--- src/rtl/jk_updown_counter.sv ---
`default_nettype none
// ============================================================================
// jk_updown_counter : modulo-N up/down counter built from JK flip-flop stages
// Rev 1.0
// ============================================================================

module jk_ff_stage (
    input  logic clk,
    input  logic rst,
    input  logic j,
    input  logic k,
    output logic q
);
    logic state_q;
    logic state_d;

    // Characteristic equation: Q+ = J~Q | ~KQ
    always_comb begin
        state_d = (j & ~state_q) | (~k & state_q);
    end

    always_ff @(posedge clk or negedge rst) begin
        if (!rst) begin
            state_q <= 1'b0;
        end else begin
            state_q <= state_d;
        end
    end

    assign q = state_q;
endmodule

module jk_updown_counter #(
    parameter int WIDTH   = 4,
    parameter int MODULUS = 10
) (
    input  logic             clk,
    input  logic             rst,
    input  logic             en,
    input  logic             up,
    input  logic             load,
    input  logic [WIDTH-1:0] din,
    output logic [WIDTH-1:0] q,
    output logic [WIDTH-1:0] qb,
    output logic             tc
);
    generate
        if (MODULUS < 2 || MODULUS > (1 << WIDTH)) begin : g_bad_modulus
            $error("jk_updown_counter: MODULUS must lie in 2..2**WIDTH");
        end
    endgenerate

    localparam logic [WIDTH-1:0] C_MAX_VAL = WIDTH'(MODULUS - 1);
    localparam logic [WIDTH-1:0] C_ONE     = WIDTH'(1);
    localparam logic [WIDTH:0]   C_MOD_EXT = (WIDTH + 1)'(MODULUS);

    logic [WIDTH-1:0] din_clamp;
    logic [WIDTH-1:0] cnt_next;
    logic [WIDTH-1:0] toggle;
    logic [WIDTH-1:0] j_in;
    logic [WIDTH-1:0] k_in;
    logic             illegal;

    always_comb begin
        din_clamp = ({1'b0, din} >= C_MOD_EXT) ? C_MAX_VAL : din;
        illegal   = ({1'b0, q} >= C_MOD_EXT);
        cnt_next  = q;
        if (up) begin
            cnt_next = (illegal || (q == C_MAX_VAL)) ? '0 : (q + C_ONE);
        end else begin
            cnt_next = (illegal || (q == '0)) ? C_MAX_VAL : (q - C_ONE);
        end
        // Only bits that must flip get J=K=1
        toggle = q ^ cnt_next;
    end

    always_comb begin
        j_in = '0;
        k_in = '0;
        if (load) begin
            j_in = din_clamp;
            k_in = ~din_clamp;
        end else if (en) begin
            j_in = toggle;
            k_in = toggle;
        end
    end

    generate
        for (genvar i = 0; i < WIDTH; i++) begin : g_stage
            jk_ff_stage u_stage (
                .clk (clk),
                .rst (rst),
                .j   (j_in[i]),
                .k   (k_in[i]),
                .q   (q[i])
            );
        end
    endgenerate

    assign qb = ~q;
    assign tc = en & ~load & rst & ((up & (q == C_MAX_VAL)) | (~up & (q == '0)));
endmodule
`default_nettype wire

--- config.mk ---
export PLATFORM = sky130hd
export DESIGN_NAME = jk_updown_counter
export DESIGN_NICKNAME = d
export VERILOG_FILES = /design/src/rtl/jk_updown_counter.sv
export SDC_FILE = /design/constraint.sdc
export NUM_CORES = 1
export LEC_CHECK = 0
export ABC_AREA = 0
export CELL_PAD_IN_SITES_DETAIL_PLACEMENT = 1
export CELL_PAD_IN_SITES_GLOBAL_PLACEMENT = 1
export CORE_MARGIN = 5
export CORE_UTILIZATION = 33
export DETAILED_ROUTE_END_ITERATION = 6
export GPL_TIMING_DRIVEN = 0
export HOLD_SLACK_MARGIN = 0.03
export PLACE_DENSITY = 0.92
export SYNTH_ARGS = -nofsm -noshare
export SYNTH_HDL_FRONTEND = slang
export SYNTH_SLANG_ARGS = --single-unit
--- constraint.sdc ---
create_clock -name clk -period 2.6 [get_ports clk]
set_input_delay 0.52 -clock clk [delete_from_list [all_inputs] [get_ports clk]]
set_output_delay 0.52 -clock clk [all_outputs]
set_load 0.005 [all_outputs]
== After elaboration in Yosys (flattened, before gate mapping) ==
Index checks and enable logic that the tools add are counted.

* Add/sub/neg operators: 2
* $mul: 0
* Divide/modulo/power cells: 0
* Magnitude comparators: 2
* Equal/unequal tests: 1
* Shift-type cells: 0
* Muxes and demuxes: 7
* Bitwise gates (word level): 31
* Reductions and logical operators: 3

{| class="wikitable"
|+ Operators with widths
! operator !! count
|-
| $mux W4 || 7
|-
| $and A1 B1 Y1 || 13
|-
| $not A1 Y1 || 10
|-
| $ge A4 B4 Y1 const B || 2
|-
| $not A4 Y4 || 2
|-
| $or A1 B1 Y1 || 5
|-
| $add A4 B1 Y4 const B || 1
|-
| $eq A4 B4 Y1 const B || 1
|-
| $logic_not A4 Y1 || 1
|-
| $sub A4 B1 Y4 const B || 1
|-
| $xor A4 B4 Y4 || 1
|-
| $logic_or A1 B1 Y1 || 2
|}

* Bits in registers: 4
* Latch bits: 0
* RAM bits: 0
* Memory bits (read-only): 0
* Input bits: 9
* Output and inout port bits: 9
* Word-level logic and storage cells: 50
* Memories: 0

== Logic depth before layout (Yosys ltp) ==
* Word-level depth: 10
* Gate-level depth with buffers: 6
* Gate-level depth less buffers: 6

== Cells and area by module ==
Synthesis repeated with hierarchy kept, for this count alone.

* Cell total of the unflattened synthesis: 68
* Area total of the unflattened synthesis: 580.6 sq um

{| class="wikitable"
|+ By module, submodules not included
! module !! times used !! cells each !! area each (sq um) !! seq. area each (sq um)
|-
| jk_updown_counter || 1 || 56 || 425.4 || 0.0
|-
| jk_ff_stage || 4 || 3 || 38.8 || 25.0
|}

== Worst setup path before layout ==
OpenSTA, ideal clock, no wires.

* Path type: reg-to-output
* Start: register g_stage[0].u_stage.state_q
* End: output port tc
* Data arrival time: 1490 ps
* Data required time: 2080 ps
* Setup slack: 590 ps
* Cell stages (with the launch flop): 6
* Path buffers: 0
* Cells stage by stage: dfrtp_1 inv_1 ha_1 or3b_1 a21oi_2 and4_1

* Word-level cells in the longest chain between the ends: 4
* Elaborated cells between the ends (all ways): 6
* Those cells by class: 1 x eq/ne; 4 x bitwise; 1 x reduce/logical

{| class="wikitable"
|+ RTL lines
! what !! line !! text
|-
| start: declaration || 14 || <nowiki>logic state_q;</nowiki>
|-
| start signal: assignment || 26 || <nowiki>state_q <= state_d;</nowiki>
|-
| $eq A4 B4 Y1 / $logic_not A4 Y1 (equally long branches) || 102 || <nowiki>assign tc = en & ~load & rst & ((up & (q == C_MAX_VAL)) | (~up & (q == '0)));</nowiki>
|-
| $and A1 B1 Y1 || 102 ||
|-
| $or A1 B1 Y1 * || 102 ||
|-
| $and A1 B1 Y1 * || 102 ||
|-
| end: declaration || 45 || <nowiki>output logic tc</nowiki>
|}

Mark *: on every way between the ends. The rest lies on a longest branch, timed or not.

== Final worst setup path ==
Ends and elaborated chain as after synthesis.

==> summary.txt <==
Floorplan
  – Die X: 49.3 µm
  – # IOs: 18
  – Die Y: 49.3 µm
  – Row count: 14
  – Core Box Area: 1490 µm²
  – Die area: 2430 µm²
  – Initial Utilization: 34.3%

Yosys
  – Synth Flop Type: dfrtp_1
  – Post-synthesis sequential area ratio: 19.6%
  – Syn Nets: 75
  – Number of synthesized flops with an enable pin: 0
  – YS warnings: 0
  – Mapped Cells: 61
  – Synthesized area per cell: 8.37 µm²
  – Yosys cell types: 30
  – Post-synth ARST share: 100%
  – Synthesized area: 510 µm²
  – Synth Register Bits: 4

Critical path
  – Startpoint types: register
  – Critical path arrival: 1870 ps
  – WP data required: 2080 ps
  – Crit-path slowest cell: dfrtp_2
  – Cells along the critical path: inv_4 -> ha_1 -> or3b_1 -> a21oi_2 -> and4_1 -> dlygate4sd2_1
  – CP bufs+invs: 2
  – Crit path max-delay family: simple AND/OR/NAND/NOR gates
  – Kind of critical path: reg -> out
  – CP peak stage delay: 420 ps
  – CP Capture Type: output port
  – CP max FO: 6

Place
  – Final GP Congestion: 0.784
  – Worst slack, placed: -70.4 ps
  – DP Cell Count: 92
  – DP Area: 681 µm²
  – DP HPWL: 1.17 mm
  – Port Buffers: 15

Routing
  – Routed met3 length: 68 µm
  – WL met1: 584 µm
  – Metal2 WL: 791 µm
  – Routed Antenna Nets: 0
  – Top sig layer: met4
  – DR vias/cell: 5.34
  – 1st-iter DRT viols: 4
  – DR DRC count: 0
  – Drt pass-1 iters: 3
  – Vias after detailed routing: 523
  – Drt wl/cell: 15.1 µm
  – Routed Wire Length: 1.48 mm

Clock tree
  – CTS Sinks: 4
  – TritonCTS clock tree: yes
  – Root Driver: clkbuf_4
  – Clock Pin Slew Worst Setup and Hold Paths: 40 ps
  – # H-tree levels: 1
  – Cts bufs inserted: 3
  – Clock latency at the later pin of the worst-skew pair: 230 ps
  – Clock Tree Buf Depth: 2

Pwr
  – Max IR drop VDD: 0.302 mV
  – PwrDens: 453 nW/µm²
  – Standby leakage power: 0.319 nW
  – Total power: 332 µW

Final layout
  – Area of the multi-input gates: 327 µm²
  – Max reg flops: 4
  – Post-route cell area: 732 µm²
  – Final Util: 49.2%
  – # fillers: 181
  – Reg area: 103 µm²
  – Layout Nets: 98
  – Non-Filler Instances: 98
  – Share of layout cells above drive strength 1: 24.4%
  – Area Growth Syn to Fin: 43.4%
  – # diodes: 0

Global route
  – Vias in the first global route: 558
  – First-pass GRT wire length: 2.41 mm
  – Largest net degree at the start of global routing: 10
  – Initial antenna violation count: 0
  – GR Overflow Total: 0
  – Tot GR Track Use: 12.7%

Timing
  – Pins over their slew limit: 0
  – Setup WS post-layout: 214 ps
  – Final setup fails: 0
  – Highest Clock Rate: 419 MHz
  – Actual slew at the worst max-slew pin: 381 ps
  – Final Hold Viols: 0
  – Worst Skew: 0.640 ps
  – Fin crit share: 91.8%
  – Crit path time final: 2390 ps
  – Relative slew slack: 74.3%
  – Hold_ws: 513 ps
  – RSZ-0062 raised after global routing: false
  – TNS Setup: 0 ps

Run
  – Max-cap violations: 0

Run status
  – Outcome: completed

Min path
  – Hold WC Path Type: in -> async
[worst reg2reg max path, cell delays in order (launching register included)]
cell,delay [ps]
dfrtp_2,380
buf_4,180
ha_1,270
nor3_1,70
o21ai_0,290
nor3_1,110
o41ai_1,440
[worst paths after layout]
kind	from	to	slack, ps	depth (start not counted)
max	g_stage[0].u_stage.q	tc	210	6
min	rst	g_stage[2].u_stage.q	510	1
max reg2reg	g_stage[1].u_stage.q	g_stage[0].u_stage.q	700	6
min reg2reg	g_stage[1].u_stage.q	g_stage[1].u_stage.q	720	3
max in group asynchronous	rst	g_stage[1].u_stage.q	1880	1
min in group clk	up	g_stage[3].u_stage.q	700	3
[cells in the mapped netlist (2+ instances only)]
| cell | count | area, µm² |
|---|---|---|
| buf_4 | 6 | 45.0 |
| inv_1 | 6 | 22.5 |
| ha_1 | 5 | 62.6 |
| o21ai_0 | 5 | 25.0 |
| dfrtp_1 | 4 | 100 |
| nand2_1 | 3 | 11.3 |
| nand3_1 | 3 | 15.0 |
| nor3_1 | 3 | 15.0 |
| a21oi_1 | 2 | 10.0 |
| nor2_1 | 2 | 7.51 |
| nor2b_1 | 2 | 12.5 |
| o21a_1 | 2 | 15.0 |
[placed cells by master (no fill, tap or decap), types with 2 or more instances in the layout]
master	n
nor2_1	2
ha_1	5
o21a_1	2
dfrtp_2	2
buf_4	9
nor3_1	3
inv_4	2
dfrtp_1	2
a21oi_1	2
clkdlybuf4s50_1	14
nor2b_1	2
clkbuf_4	3
o21ai_0	5
nand3_1	3
inv_1	4
nand2_1	3
[cell type report]
class | instances | share of cell area (%)
plain buffers | 8 | 8.38
clock buffers | 3 | 3.08
inverters | 6 | 3.76
multi-input cells | 43 | 44.6
flip-flops and latches | 4 | 14.0
well taps | 16 | 2.74
repair buffers | 18 | 23.4
[repair_timing]
action                     in CTS  in global routing
hold buffers                    0                  0
hold endpoints to repair        0                  0
gates resized for setup         7                  0
buffers inserted                3                  0
setup endpoints to repair       1                  0
[cell families (layout without fill, tap and decap cells)]
kind of cell / Yosys count / after routing / synth area share (%)
AND/OR/NAND/NOR: 16 / 16 / 16.9
flip-flops: 4 / 4 / 19.6
buffers and inverters: 14 / 35 / 16.4
adder cells (fa/ha/maj): 5 / 5 / 12.3
AO/OA/AOI/OAI: 20 / 20 / 31.1
multiplexers: 1 / 1 / 1.96
XOR/XNOR: 1 / 1 / 1.72
[report_power, final]
group          internal, mW  switching (mW)  total (mW)
logic                0.0947          0.0828       0.178
registers            0.0711         0.00699      0.0781
clock network        0.0516          0.0243      0.0759
total                 0.217           0.114       0.332
[metal layers]
layer,GRT usage [%],vias to the layer above
li1,-,257
met1,13.6,248
met2,22.3,12
met3,5.20,6
met4,3.59,0
met5,0,-
Power figures use the tool's default switching activity.
